===== src/rtl/fifo_ctrl.sv =====
// fifo_ctrl: pointer, occupancy and flag controller for an 8-deep FIFO memory.
// Accepts push/pop requests, drives the memory write/read enables and addresses,
// and reports full/empty, programmable almost flags, a sticky error and data_valid.
module fifo_ctrl #(
  parameter int ADDR_W = 3,
  parameter int DEPTH  = 8
) (
  input  logic              clk,
  input  logic              reset,
  input  logic              push,
  input  logic              pop,
  input  logic [ADDR_W:0]   umbral_af,
  input  logic [ADDR_W:0]   umbral_ae,
  output logic              wr_en,
  output logic              rd_en,
  output logic [ADDR_W-1:0] wr_ptr,
  output logic [ADDR_W-1:0] rd_ptr,
  output logic [ADDR_W:0]   count,
  output logic              full,
  output logic              empty,
  output logic              almost_full,
  output logic              almost_empty,
  output logic              error,
  output logic              data_valid
);

  localparam logic [ADDR_W:0] DEPTH_C = (ADDR_W + 1)'(DEPTH);

  logic [ADDR_W-1:0] wr_ptr_reg, wr_ptr_next;
  logic [ADDR_W-1:0] rd_ptr_reg, rd_ptr_next;
  logic [ADDR_W:0]   count_reg, count_next;
  logic              error_reg, error_next;
  logic              data_valid_reg;

  // Flags are pure functions of the registered occupancy and the live thresholds.
  always_comb begin
    full         = (count_reg == DEPTH_C);
    empty        = (count_reg == '0);
    almost_full  = (count_reg >= umbral_af);
    almost_empty = (count_reg <= umbral_ae);
  end

  // Request acceptance; a pop frees a slot so push is allowed at full when paired
  // with a pop. Nothing reaches the memory while reset is held.
  always_comb begin
    wr_en = push & (~full | pop) & ~reset;
    rd_en = pop & ~empty & ~reset;
  end

  // Next-state for pointers, occupancy and the sticky error flag.
  always_comb begin
    wr_ptr_next = wr_ptr_reg;
    rd_ptr_next = rd_ptr_reg;
    count_next  = count_reg;
    error_next  = error_reg;
    if (wr_en) begin
      wr_ptr_next = wr_ptr_reg + 1'b1;  // wraps modulo DEPTH by natural overflow
    end
    if (rd_en) begin
      rd_ptr_next = rd_ptr_reg + 1'b1;
    end
    case ({wr_en, rd_en})
      2'b10:   count_next = count_reg + 1'b1;
      2'b01:   count_next = count_reg - 1'b1;
      default: count_next = count_reg;
    endcase
    // Overflow: push into a full FIFO with no pop; underflow: any pop when empty.
    if ((push & full & ~pop) | (pop & empty)) begin
      error_next = 1'b1;
    end
  end

  // State registers; reset wins over any request in the same cycle.
  always_ff @(posedge clk) begin
    if (reset) begin
      wr_ptr_reg     <= '0;
      rd_ptr_reg     <= '0;
      count_reg      <= '0;
      error_reg      <= 1'b0;
      data_valid_reg <= 1'b0;
    end else begin
      wr_ptr_reg     <= wr_ptr_next;
      rd_ptr_reg     <= rd_ptr_next;
      count_reg      <= count_next;
      error_reg      <= error_next;
      data_valid_reg <= rd_en;  // memory read data appears one cycle after rd_en
    end
  end

  // Expose registered state.
  always_comb begin
    wr_ptr     = wr_ptr_reg;
    rd_ptr     = rd_ptr_reg;
    count      = count_reg;
    error      = error_reg;
    data_valid = data_valid_reg;
  end

endmodule


===== config.mk =====
export PLATFORM = sky130hd
export DESIGN_NAME = fifo_ctrl
export DESIGN_NICKNAME = d
export VERILOG_FILES = /design/src/rtl/fifo_ctrl.sv
export SDC_FILE = /design/constraint.sdc
export NUM_CORES = 1
export LEC_CHECK = 0
export ABC_AREA = 1
export BUFFER_PORTS_ARGS = -buffer_cell sky130_fd_sc_hd__buf_4
export CAP_MARGIN = 5
export CORE_MARGIN = 1.5
export CORE_UTILIZATION = 23
export CTS_CLUSTER_SIZE = 40
export DETAILED_ROUTE_END_ITERATION = 10
export SYNTH_ARGS = -nofsm -noshare
export SYNTH_HDL_FRONTEND = slang
export SYNTH_SLANG_ARGS = --single-unit

===== constraint.sdc =====
create_clock -name clk -period 2.62 [get_ports clk]
set_clock_uncertainty 0.05 [all_clocks]
set_input_delay 0.524 -clock clk [delete_from_list [all_inputs] [get_ports clk]]
set_output_delay 0.524 -clock clk [all_outputs]
set_load 0.005 [all_outputs]

* Yosys cells after proc, flatten, opt, wreduce, memory -nomap -nowiden
Index checks and enable logic that the tools add are counted. W data, S select, Z words.
Operators by class: add/subtract/negate cells 4, magnitude comparators 2, eq/ne operators 3, multiplexer cells 1, bitwise logic cells 13, reduce and logical (&&, ||, !) cells 2
Operators by type and width (number):
- $pmux W4 S2 | 1
- $and A1 B1 Y1 | 7
- $add A3 B1 Y3 const B | 2
- $add A4 B1 Y4 const B | 1
- $eq A4 B4 Y1 const B | 1
- $ge A4 B4 Y1 | 1
- $le A4 B4 Y1 | 1
- $logic_not A4 Y1 | 1
- $not A1 Y1 | 4
- $sub A4 B1 Y4 const B | 1
- $eq A2 B1 Y1 const B | 1
- $eq A2 B2 Y1 const B | 1
- $or A1 B1 Y1 | 2
- $reduce_bool A2 Y1 | 1
Storage, ports and cells: flip-flop bits (word level) 12, output and inout bits 18

* Logic depth before layout (Yosys ltp)
Gate-level depths: netlist of run 1.
depth in word-level cells 7, depth in mapped cells 15, mapped depth without buffers 15

* Worst setup path after synthesis of run 1
Ideal clock, no wire load.
path kind input to register, start input port pop, end register count_reg[2] (netlist: count[2]), setup time 0.115 ns, arrival time 1.850 ns, data required time 2.455 ns, slack 0.605 ns, cell stages on the path 10, buffers on the path 0, cell sequence inv_2 -> nor2_1 -> nand2_4 -> inv_1 -> ha_1 -> inv_1 -> fa_1 -> xnor2_1 -> o21ai_0 -> inv_1
On the way: elaborated cells on any way between the ends 9, those cells by class eq/ne: 2; mux: 1; bitwise: 5; reduce/logical: 1
RTL lines:
- start, declared | RTL line 11 | input logic pop,
- $and A1 B1 Y1 * (2 in a row) | RTL line 47 | rd_en = pop & ~empty & ~reset;
- via rd_en | RTL line 15 | output logic rd_en,
- $eq A2 B1 Y1 or $eq A2 B2 Y1 (tied branches) | RTL line 62 | case ({wr_en, rd_en})
- $pmux W4 S2 or $reduce_bool A2 Y1 (tied branches)
- end signal, assigned | RTL line 84 | count_reg <= count_next;
- end, declared | RTL line 31 | logic [ADDR_W:0] count_reg, count_next;
The timed path passes the listed nets; every way through them passes the cells marked *. A chain may end at the register's enable or synchronous reset.

* Worst setup path in the final report of run 1
start register count_reg[3] (netlist: count[3]), end register count_reg[2] (netlist: count[2])
On the way: longest elaborated chain between the ends 7, elaborated cells on any way between the ends 13, those cells by class eq/ne: 3; mux: 1; bitwise: 7; reduce/logical: 2
Ends and longest elaborated chain:
- $eq A4 B4 Y1 | RTL line 37 | full = (count_reg == DEPTH_C);
- $not A1 Y1 | RTL line 46 | wr_en = push & (~full | pop) & ~reset;
- $or A1 B1 Y1 | RTL line 46
- $and A1 B1 Y1 (2 in a row) | RTL line 46
- $eq A2 B1 Y1 or $eq A2 B2 Y1 (tied branches) | RTL line 62
- $pmux W4 S2 or $reduce_bool A2 Y1 (tied branches)
Parallel ways exist; a longest one is shown, timed or not.

==> results of run 1 <==
[final cells by class]
class                   count  area, um2  share of cell area, %
multi-input cells          80        557                   44.8
flip-flops and latches     12        240                   19.3
repair buffers             30        225                   18.1
inverters                  28        105                   8.46
well taps                  48       60.1                   4.83
clock buffers               4       55.1                   4.43
[metal layers]
metal | vias up | part of all wire (%)
li1 | 455 | -
met1 | 364 | 46
met2 | 11 | 50
met3 | 2 | 3.4
met4 | 0 | 0.43
met5 | - | 0
[per-stage QoR]
stage,std cells,cell area (um2),worst slack (ps)
floorplan,120,902,605
global placement,198,1190,317
detailed placement,198,1190,358
CTS,202,1240,425
global route,202,1240,207
finish,202,1240,460
[cell usage in the layout (no fill, tap or decap)]
cell	synthesis	layout
nand3_1	7	7
clkbuf_8	0	4
nor2_1	8	8
nor4_1	1	1
xnor2_1	1	1
o211ai_1	1	1
inv_2	2	2
nand3_2	1	1
nor2_2	4	4
ha_1	13	13
o21bai_2	1	1
nand2_2	2	2
o21ai_0	5	5
dfxtp_1	12	12
nor2_4	1	1
buf_4	0	30
inv_1	26	26
nand4_1	2	2
nand2_4	1	1
a21oi_1	10	10
o21ai_1	1	1
xor2_1	1	1
fa_1	1	1
nand2_1	16	16
nand3_4	2	2
a21oi_2	1	1
[worst max-delay path, stage by stage (launching register included)]
cell and delay, ps:
dfxtp_1 430, inv_2 120, nor2_2 140, nand3_4 120, nand2_2 110, nor2_2 40, inv_1 50, ha_1 200
inv_1 80, fa_1 370, xnor2_1 140, o21ai_0 150, inv_1 50
[worst paths after layout]
path	start	end	slack (ps)	cells after the start
hold reg to reg	rd_ptr[2]	rd_ptr[2]	440	2
hold / removal	rd_ptr[2]	rd_ptr[2]	440	2
setup / recovery	count[3]	count[2]	460	12
setup reg to reg	count[3]	count[2]	460	12
[report_power, final]
part	internal (W)	switching (W)	total, W
logic	0.000158	0.000163	0.000321
clock network	0.000133	0.0000676	0.000200
registers	0.000211	0.0000331	0.000244
[cell families (layout without fill, tap and decap cells)]
logic type      count (synthesis)  count (layout)  synth area share, %
compound gates                 19              19                 11.9
xor+xnor                        2               2                 1.94
fa+ha+maj                      14              14                 20.3
buf+inv                        28              62                 11.7
flops                          12              12                 26.6
simple gates                   45              45                 27.6
==> impl_metrics.tcl, run 1 <==
set metrics [dict create \
    outcome "completed" \
    drv_cap 0 \
    diodes 0 \
    relSlewSlack_pct 79.2 \
    drtIter0Drc 25 \
    hold_viol 0 \
    utilization_pct 33.4 \
    syn-instance-count 120 \
    fmax_mhz 463 \
    first_global_vias 826 \
    cts_tree "yes" \
    ys.flop_type "dfxtp_1" \
    path_clk_slew_ps 50 \
    cp-start-kind "flip-flop" \
    min-delay-path-class "reg -> reg" \
    num_vias 832 \
    antenna_found_initial 0 \
    largest_reg_flops 4 \
    finalWirelength_mm 1.87 \
    slew_viol_final 0 \
    grt.met1_usage_pct 10.9 \
    yosysMostFrequentCell "inv_1" \
    busiest_layer "met2" \
    synth.area.top_cells "dfxtp_1, ha_1, inv_1, nand2_1, a21oi_1" \
    die_area_mm2 0.00431 \
    synth_top_area_cell "dfxtp_1" \
    viasPerCell 4.12 \
    nNetsFinal 181 \
    ys_seq_area_share_pct 26.6 \
    cts_htree_levels 1 \
    design.core.area_mm2 0.00372 \
    cts_buffers 3 \
    overflow 0 \
    post-route-period-util_pct 82.5 \
    cts.path.max_buffers 2 \
    drc 0 \
    holdWs_ps 441 \
    dpl.hpwl_mm 1.51 \
    place.gp.congestion 0.765 \
    synth_common_cells "inv_1, nand2_1, ha_1" \
    post_drt_wl_per_cell_um 9.24 \
    fp.dieH_um 65.6 \
    cts.hold.buffers_added 0 \
    syn_area_um2 902 \
    post_cts_buffers 0 \
    critical_path_class "reg -> reg" \
    cp-end-kind "flip-flop" \
    met2_usage_pct 18.1 \
    postSynthAreaPerCell_um2 7.52 \
    ys_types 24 \
    drive_gt1_share_pct 31.8 \
    rsz0062_at_grt "false" \
    die_w_um 65.6 \
    worstPathArrival_ps 2240 \
    clk_latency_ps 240 \
    pwr_density_cell_mw_per_mm2 616 \
    worstPathMaxFanout 6 \
    portBuffers 29 \
    grt_max_degree 8 \
    tightest_slew_ps 311 \
    period_needed_ps 2160 \
    synth_top_area_share_pct 26.6 \
    yosysWarnings 0 \
    leakage_nw 0.683 \
    drt_first_pass_iters 4 \
    synth-edff-count 0 \
    total_power_w 0.000766 \
    setup_violations 0 \
    synth_nets 146 \
    start_util_pct 24.3 \
    vdd_drop_max_mv 0.313 \
    tns_ps 0 \
    required_ps 2700 \
    fp-row-count 22 \
    cts.sinks 12 \
    grt_pass1_wl_mm 3.34 \
    antenna_left 0 \
    root_buffer "clkbuf_8" \
    ys_async_sr_fraction_pct 0 \
    cts_resized 0 \
    grt_usage_pct 9.87 \
    fillCellCount 408 \
    io-pin-count 30 \
    synthToLayoutAreaGrowth_pct 37.7 \
    globalRouteMet3Util_pct 3.25 \
    ys_seq_elements 12 \
]
(Power assumes the default switching activity.)
==> run 2: changes to the inputs <==
--- a/config.mk
+++ b/config.mk
@@ -5,7 +5,7 @@
 export SDC_FILE = /design/constraint.sdc
 export NUM_CORES = 1
 export LEC_CHECK = 0
-export ABC_AREA = 1
+export ABC_AREA = 0
 export BUFFER_PORTS_ARGS = -buffer_cell sky130_fd_sc_hd__buf_4
 export CAP_MARGIN = 5
 export CORE_MARGIN = 1.5
==> constraint.sdc (replaced) <==
create_clock -name clk -period 1.9 [get_ports clk]
set_clock_uncertainty 0.05 [all_clocks]
set_input_delay 0.38 -clock clk [delete_from_list [all_inputs] [get_ports clk]]
set_output_delay 0.38 -clock clk [all_outputs]
set_load 0.005 [all_outputs]
==> run 2 against run 1 <==
  * The run now ends with setup timing left
  * Synthesized cell count decreased by 24%
  * Final cell count fell by 3.0%
  * Synthesized area shrank 9.8%
  * Highest routed layer unchanged
==> impl_metrics.tcl, run 2 <==
set metrics [dict create \
    outcome "finished, violations left" \
    violations "setup timing" \
    multiInputGateArea_um2 643 \
    grt_max_degree 11 \
    postSynthAreaPerCell_um2 8.94 \
    required_ps 2070 \
    final_cell_mix "buf_4, nor2_1, inv_1, dfxtp_1, ha_1" \
    fmax_mhz 423 \
    utilization_pct 43.3 \
    ys_async_sr_fraction_pct 0 \
    fin_ws_ps -462 \
    largest_reg_flops 4 \
    die_area_mm2 0.00390 \
    yosysWarnings 0 \
    post-route-period-util_pct 124 \
    drv_cap 0 \
    vdd_drop_max_mv 0.281 \
    drc 0 \
    portBuffers 29 \
    hold_viol 0 \
    ys_seq_area_share_pct 29.5 \
    worstPathArrival_ps 2530 \
    critical_path_class "reg -> reg" \
    instances_no_fill 196 \
    p_switching_w 0.000291 \
    total_power_w 0.000919 \
    leakage_nw 0.723 \
    design.core.area_mm2 0.00336 \
    die_w_um 62.5 \
    ys.flop_type "dfxtp_1" \
    fp-row-count 21 \
    power_frac_clock_pct 23.1 \
    dp.cells 183 \
    synth_nets 117 \
    place.gp.congestion 0.711 \
    p_int_w 0.000628 \
    start_util_pct 24.2 \
    worstPathMaxFanout 4 \
    rsz0062_at_grt "true" \
    seqCellArea_um2 245 \
    layout_commonest_cell "buf_4" \
    setup_violations 7 \
    pwr-share-comb_pct 45.3 \
    fillCellCount 331 \
    dpl.hpwl_mm 1.72 \
    yosysMostFrequentCell "nor2_1" \
    min-delay-path-class "in -> reg" \
    post_drt_wl_per_cell_um 12.4 \
    viasPerCell 4.34 \
    cts_htree_levels 1 \
    root_buffer "clkbuf_4" \
    synthToLayoutAreaGrowth_pct 79.2 \
    diodes 0 \
    nNetsFinal 177 \
    grt_pass1_wl_mm 4.14 \
    seqPwrFrac_pct 31.7 \
    cp-start-kind "flip-flop" \
    antenna_found_initial 0 \
    switching_share_pct 31.7 \
    syn_area_um2 813 \
    grt_usage_pct 13.2 \
    relSlewSlack_pct 81.0 \
    slew_viol_final 0 \
    cp-end-kind "flip-flop" \
    pwr_density_cell_mw_per_mm2 630 \
    ys_seq_elements 12 \
    syn-instance-count 91 \
    place_ws_ps -513 \
    clk_latency_ps 270 \
    cts.sinks 12 \
    io-pin-count 30 \
    synth_top_area_cell "dfxtp_1" \
    num_vias 851 \
    finalWirelength_mm 2.43 \
    tightest_slew_ps 283 \
    cts_buffers 3 \
    drtIter0Drc 6 \
    cts.path.max_buffers 2 \
    cts_tree "yes" \
    synth_common_cells "nor2_1, ha_1, dfxtp_1" \
    antenna_left 0 \
    drive_gt1_share_pct 54.7 \
    path_clk_slew_ps 80 \
    cts.hold.buffers_added 0 \
    synth_top_area_share_pct 29.5 \
    ys_types 26 \
    first_global_vias 936 \
    drt_first_pass_iters 3 \
    period_needed_ps 2360 \
    fp.dieH_um 62.5 \
    synth-edff-count 0 \
    overflow 0 \
    synth.area.top_cells "dfxtp_1, ha_1, nor2_1, xor2_1, inv_1" \
]
[run 2: cell types whose count changed after synthesis, moves of 3 or more]
cell | before | now
nor2_2 | 4 | 0
nand3_1 | 7 | 1
a21o_1 | 0 | 3
xor2_1 | 1 | 6
nor2_1 | 8 | 15
inv_1 | 26 | 11
nand2b_1 | 0 | 3
o21ai_0 | 5 | 0
nand2_1 | 16 | 0
a21oi_1 | 10 | 6
[run 2: kinds of logic after synthesis]
family	count (synthesis)	synth area share [%]
multiplexers	2	2.46
flip-flops	12	29.5
AND/OR/NAND/NOR	27	16.6
buffers and inverters	12	5.54
AO/OA/AOI/OAI	18	16.9
XOR/XNOR	6	6.46
adder cells (fa/ha/maj)	14	22.5
[run 2: metrics by stage]
step | hold slack, ps | setup TNS (ps) | instance area, um2
floorplan | 399 | -1060 | 851
global placement | 411 | -968 | 1260
global route | 392 | -2460 | 1460
CTS | 381 | -1800 | 1410
finish | 392 | -1950 | 1460
detailed placement | 408 | -1210 | 1260
[run 2: worst max-delay path, cell delays in order, from the launching register on]
cell,delay [ps]
dfxtp_4,350
or3_4,410
o21ai_4,170
nor2_4,60
ha_4,170
ha_4,290
nand3_2,80
and3_4,170
or4_4,430
a21oi_2,130
[run 2: worst paths after layout]
path,start,endpoint,slack (ps),depth (start not counted)
setup / recovery,count[1],count[3],-460,9
hold / removal,reset,count[1],390,3
setup reg to reg,count[1],count[3],-460,9
hold reg to reg,error,error,430,2
[run 2: metal layers]
metal / track usage, % / share of wire (%) / routed length (um) / up-vias
li1: - / - / - / 427
met1: 14.8 / 40 / 984 / 400
met2: 23.1 / 53 / 1290 / 18
met3: 3.60 / 4.6 / 113 / 6
met4: 6.11 / 2.0 / 48 / 0
met5: 0 / 0 / 0 / -
[run 2: area by class of cell]
cell class                 count  area share [%]
timing repair buffer          56            29.6
sequential                    12            16.8
inverter                      11            3.00
multi-input combinational     67            44.1
tap                           46            3.95
clock buffer                   4            2.49
[run 2: timing repair]
| action | 4_1_cts | 5_1_grt |
|---|---|---|
| setup buffers | 7 | 4 |
| resized for setup | 13 | 7 |
| pin swaps | 10 | 5 |
| endpoints found under the setup margin | 7 | 8 |
[run 2: power groups by stage]
stage | Combinational, W | Sequential [W] | Clock [W]
after floorplan | 0.000161 | 0.000306 | 0
after CTS | 0.000393 | 0.000290 | 0.000212
after global routing | 0.000455 | 0.000294 | 0.000236
after detailed placement | 0.000337 | 0.000296 | 0
final | 0.000416 | 0.000291 | 0.000212
after global placement | 0.000324 | 0.000295 | 0
==> run 3: changes to the inputs <==
--- a/config.mk
+++ b/config.mk
@@ -12,6 +12,7 @@
 export CORE_UTILIZATION = 23
 export CTS_CLUSTER_SIZE = 40
 export DETAILED_ROUTE_END_ITERATION = 10
+export RECOVER_POWER = 50
 export SYNTH_ARGS = -nofsm -noshare
 export SYNTH_HDL_FRONTEND = slang
 export SYNTH_SLANG_ARGS = --single-unit
==> run 3 against run 2 <==
  * The flow still finishes with violations (setup timing)
  * Sequential share of layout area barely moved
  * Count of clock-buffer cells in the layout did not move
  * Die area did not move
  * Maximum frequency did not move
  * Final area fell by 0.26%
  * Core utilization fell by 0.11 points
  * Power fell by 0.27%
  * Critical path depth did not move
  * Clock power barely moved
  * Global-route usage did not move
  * Combinational power barely moved
  * Non-clock buffer count did not move
  * Critical path type unchanged
  * Critical endpoint unchanged
==> impl_metrics.tcl, run 3 (same netlist as run 2, synthesis figures left out) <==
set metrics [dict create \
    hold_viol 0 \
    cts_htree_levels 1 \
    grt_usage_pct 13.2 \
    overflow 0 \
    cp-start-kind "flip-flop" \
    nNetsFinal 177 \
    antenna_left 0 \
    pwr_density_cell_mw_per_mm2 630 \
    globalRouteMet3Util_pct 3.60 \
    drt_first_pass_iters 3 \
    dpl.hpwl_mm 1.72 \
    viasPerCell 4.34 \
    synthToLayoutAreaGrowth_pct 78.8 \
    rsz0062_at_grt "true" \
    die_area_mm2 0.00390 \
    rrSetupSlack_ps -460 \
    r2r-end "count[3]" \
    final_cell_mix "buf_4, nor2_1, inv_1, dfxtp_1, ha_1" \
    cts.sinks 12 \
    stdcell_area_mm2 0.00145 \
    start_util_pct 24.2 \
    cts.hold.buffers_added 0 \
    antenna_found_initial 0 \
    first_global_vias 936 \
    violations "setup timing" \
    hold_start "reset" \
    critical_path_class "reg -> reg" \
    grt.met1_usage_pct 14.8 \
    finalWirelength_mm 2.43 \
    reg2reg_depth 9 \
    cts_buffers 3 \
    fp-row-count 21 \
    worstPathArrival_ps 2530 \
    min-delay-path-class "in -> reg" \
    hold_end "count[1]" \
    diodes 0 \
    min_path_cells 3 \
    post_drt_wl_per_cell_um 12.4 \
    r2r_start "count[1]" \
    die_w_um 62.5 \
    relSlewSlack_pct 81.0 \
    vdd_drop_max_mv 0.281 \
    layout_commonest_cell "buf_4" \
    setup_violations 7 \
    clk_latency_ps 270 \
    largest_reg_flops 4 \
    critPathLaunch "count[1]" \
    post-route-period-util_pct 124 \
    drive_gt1_share_pct 54.0 \
    drtIter0Drc 6 \
    worstPathMaxFanout 4 \
    met2_usage_pct 23.1 \
    tightest_slew_ps 283 \
    grt_pass1_wl_mm 4.14 \
    num_vias 851 \
    drc 0 \
    busiest_layer "met2" \
    io-pin-count 30 \
    fin_ws_ps -462 \
    design.core.area_mm2 0.00336 \
    grt_max_degree 11 \
    portBuffers 29 \
    placed_area_mm2 0.00126 \
    tns_ps -1950 \
    outcome "finished, violations left" \
    leakage_nw 0.718 \
    drv_cap 0 \
    slew_viol_final 0 \
    place.gp.congestion 0.711 \
    cts_tree "yes" \
    root_buffer "clkbuf_4" \
    period_needed_ps 2360 \
    required_ps 2070 \
    cp-end-kind "flip-flop" \
    path_clk_slew_ps 80 \
    fmax_mhz 423 \
    cts.path.max_buffers 2 \
    fp.dieH_um 62.5 \
]
## run 3: worst max path at each step
stage	slack [ps]	to	cells after the start
after detailed placement	-510	count[3]	9
after global placement	-400	count[3]	9
after CTS	-440	count[3]	9
after floorplan	-490	count[3]	9
after global routing	-520	count[3]	9
final	-460	count[3]	9
## run 3: timing repair
item / in CTS / in global routing
buffers inserted: 7 / 4
setup endpoints to repair: 7 / 8
gates resized for setup: 13 / 7
pin swaps: 10 / 5
## run 3: power by group
group	internal, W	total [W]	switching [W]	leakage, nW
sequential	0.000276	0.000291	0.0000154	0.0990
combinational	0.000233	0.000414	0.000180	0.598
clock	0.000116	0.000212	0.0000952	0.0210
total	0.000625	0.000916	0.000291	0.718
## run 3: layer usage
layer | vias up | wire [um]
met5 | - | 0
met4 | 0 | 48
met3 | 6 | 109
met2 | 18 | 1280
met1 | 400 | 988
li1 | 427 | -
## run 3: cell type report
type                            count  area [um2]
Fill cell                         330        1910
Sequential cell                    12         245
Timing Repair Buffer               56         428
Clock buffer                        4        36.3
Multi-Input combinational cell     67         643
Tap cell                           46        57.6
Inverter                           11        43.8
## run 3: critical path: stages, from the launching register on
cell and delay (ps):
dfxtp_4 350, or3_4 410, o21ai_4 170, nor2_4 60
ha_4 170, ha_4 290, nand3_2 80, and3_4 170
or4_4 430, a21oi_2 130
## run 3: stage by stage
step | hold WS, ps | power (W) | std cells | util, % | setup slack, ps
2_1_floorplan | 399 | 0.000467 | 91 | - | -491
3_3_place_gp | 411 | 0.000619 | 183 | 37.4 | -397
3_5_place_dp | 408 | 0.000632 | 183 | 37.4 | -513
4_1_cts | 381 | 0.000895 | 194 | 41.8 | -442
5_1_grt | 392 | 0.000982 | 196 | 43.2 | -519
6_report | 392 | 0.000916 | 196 | 43.2 | -462
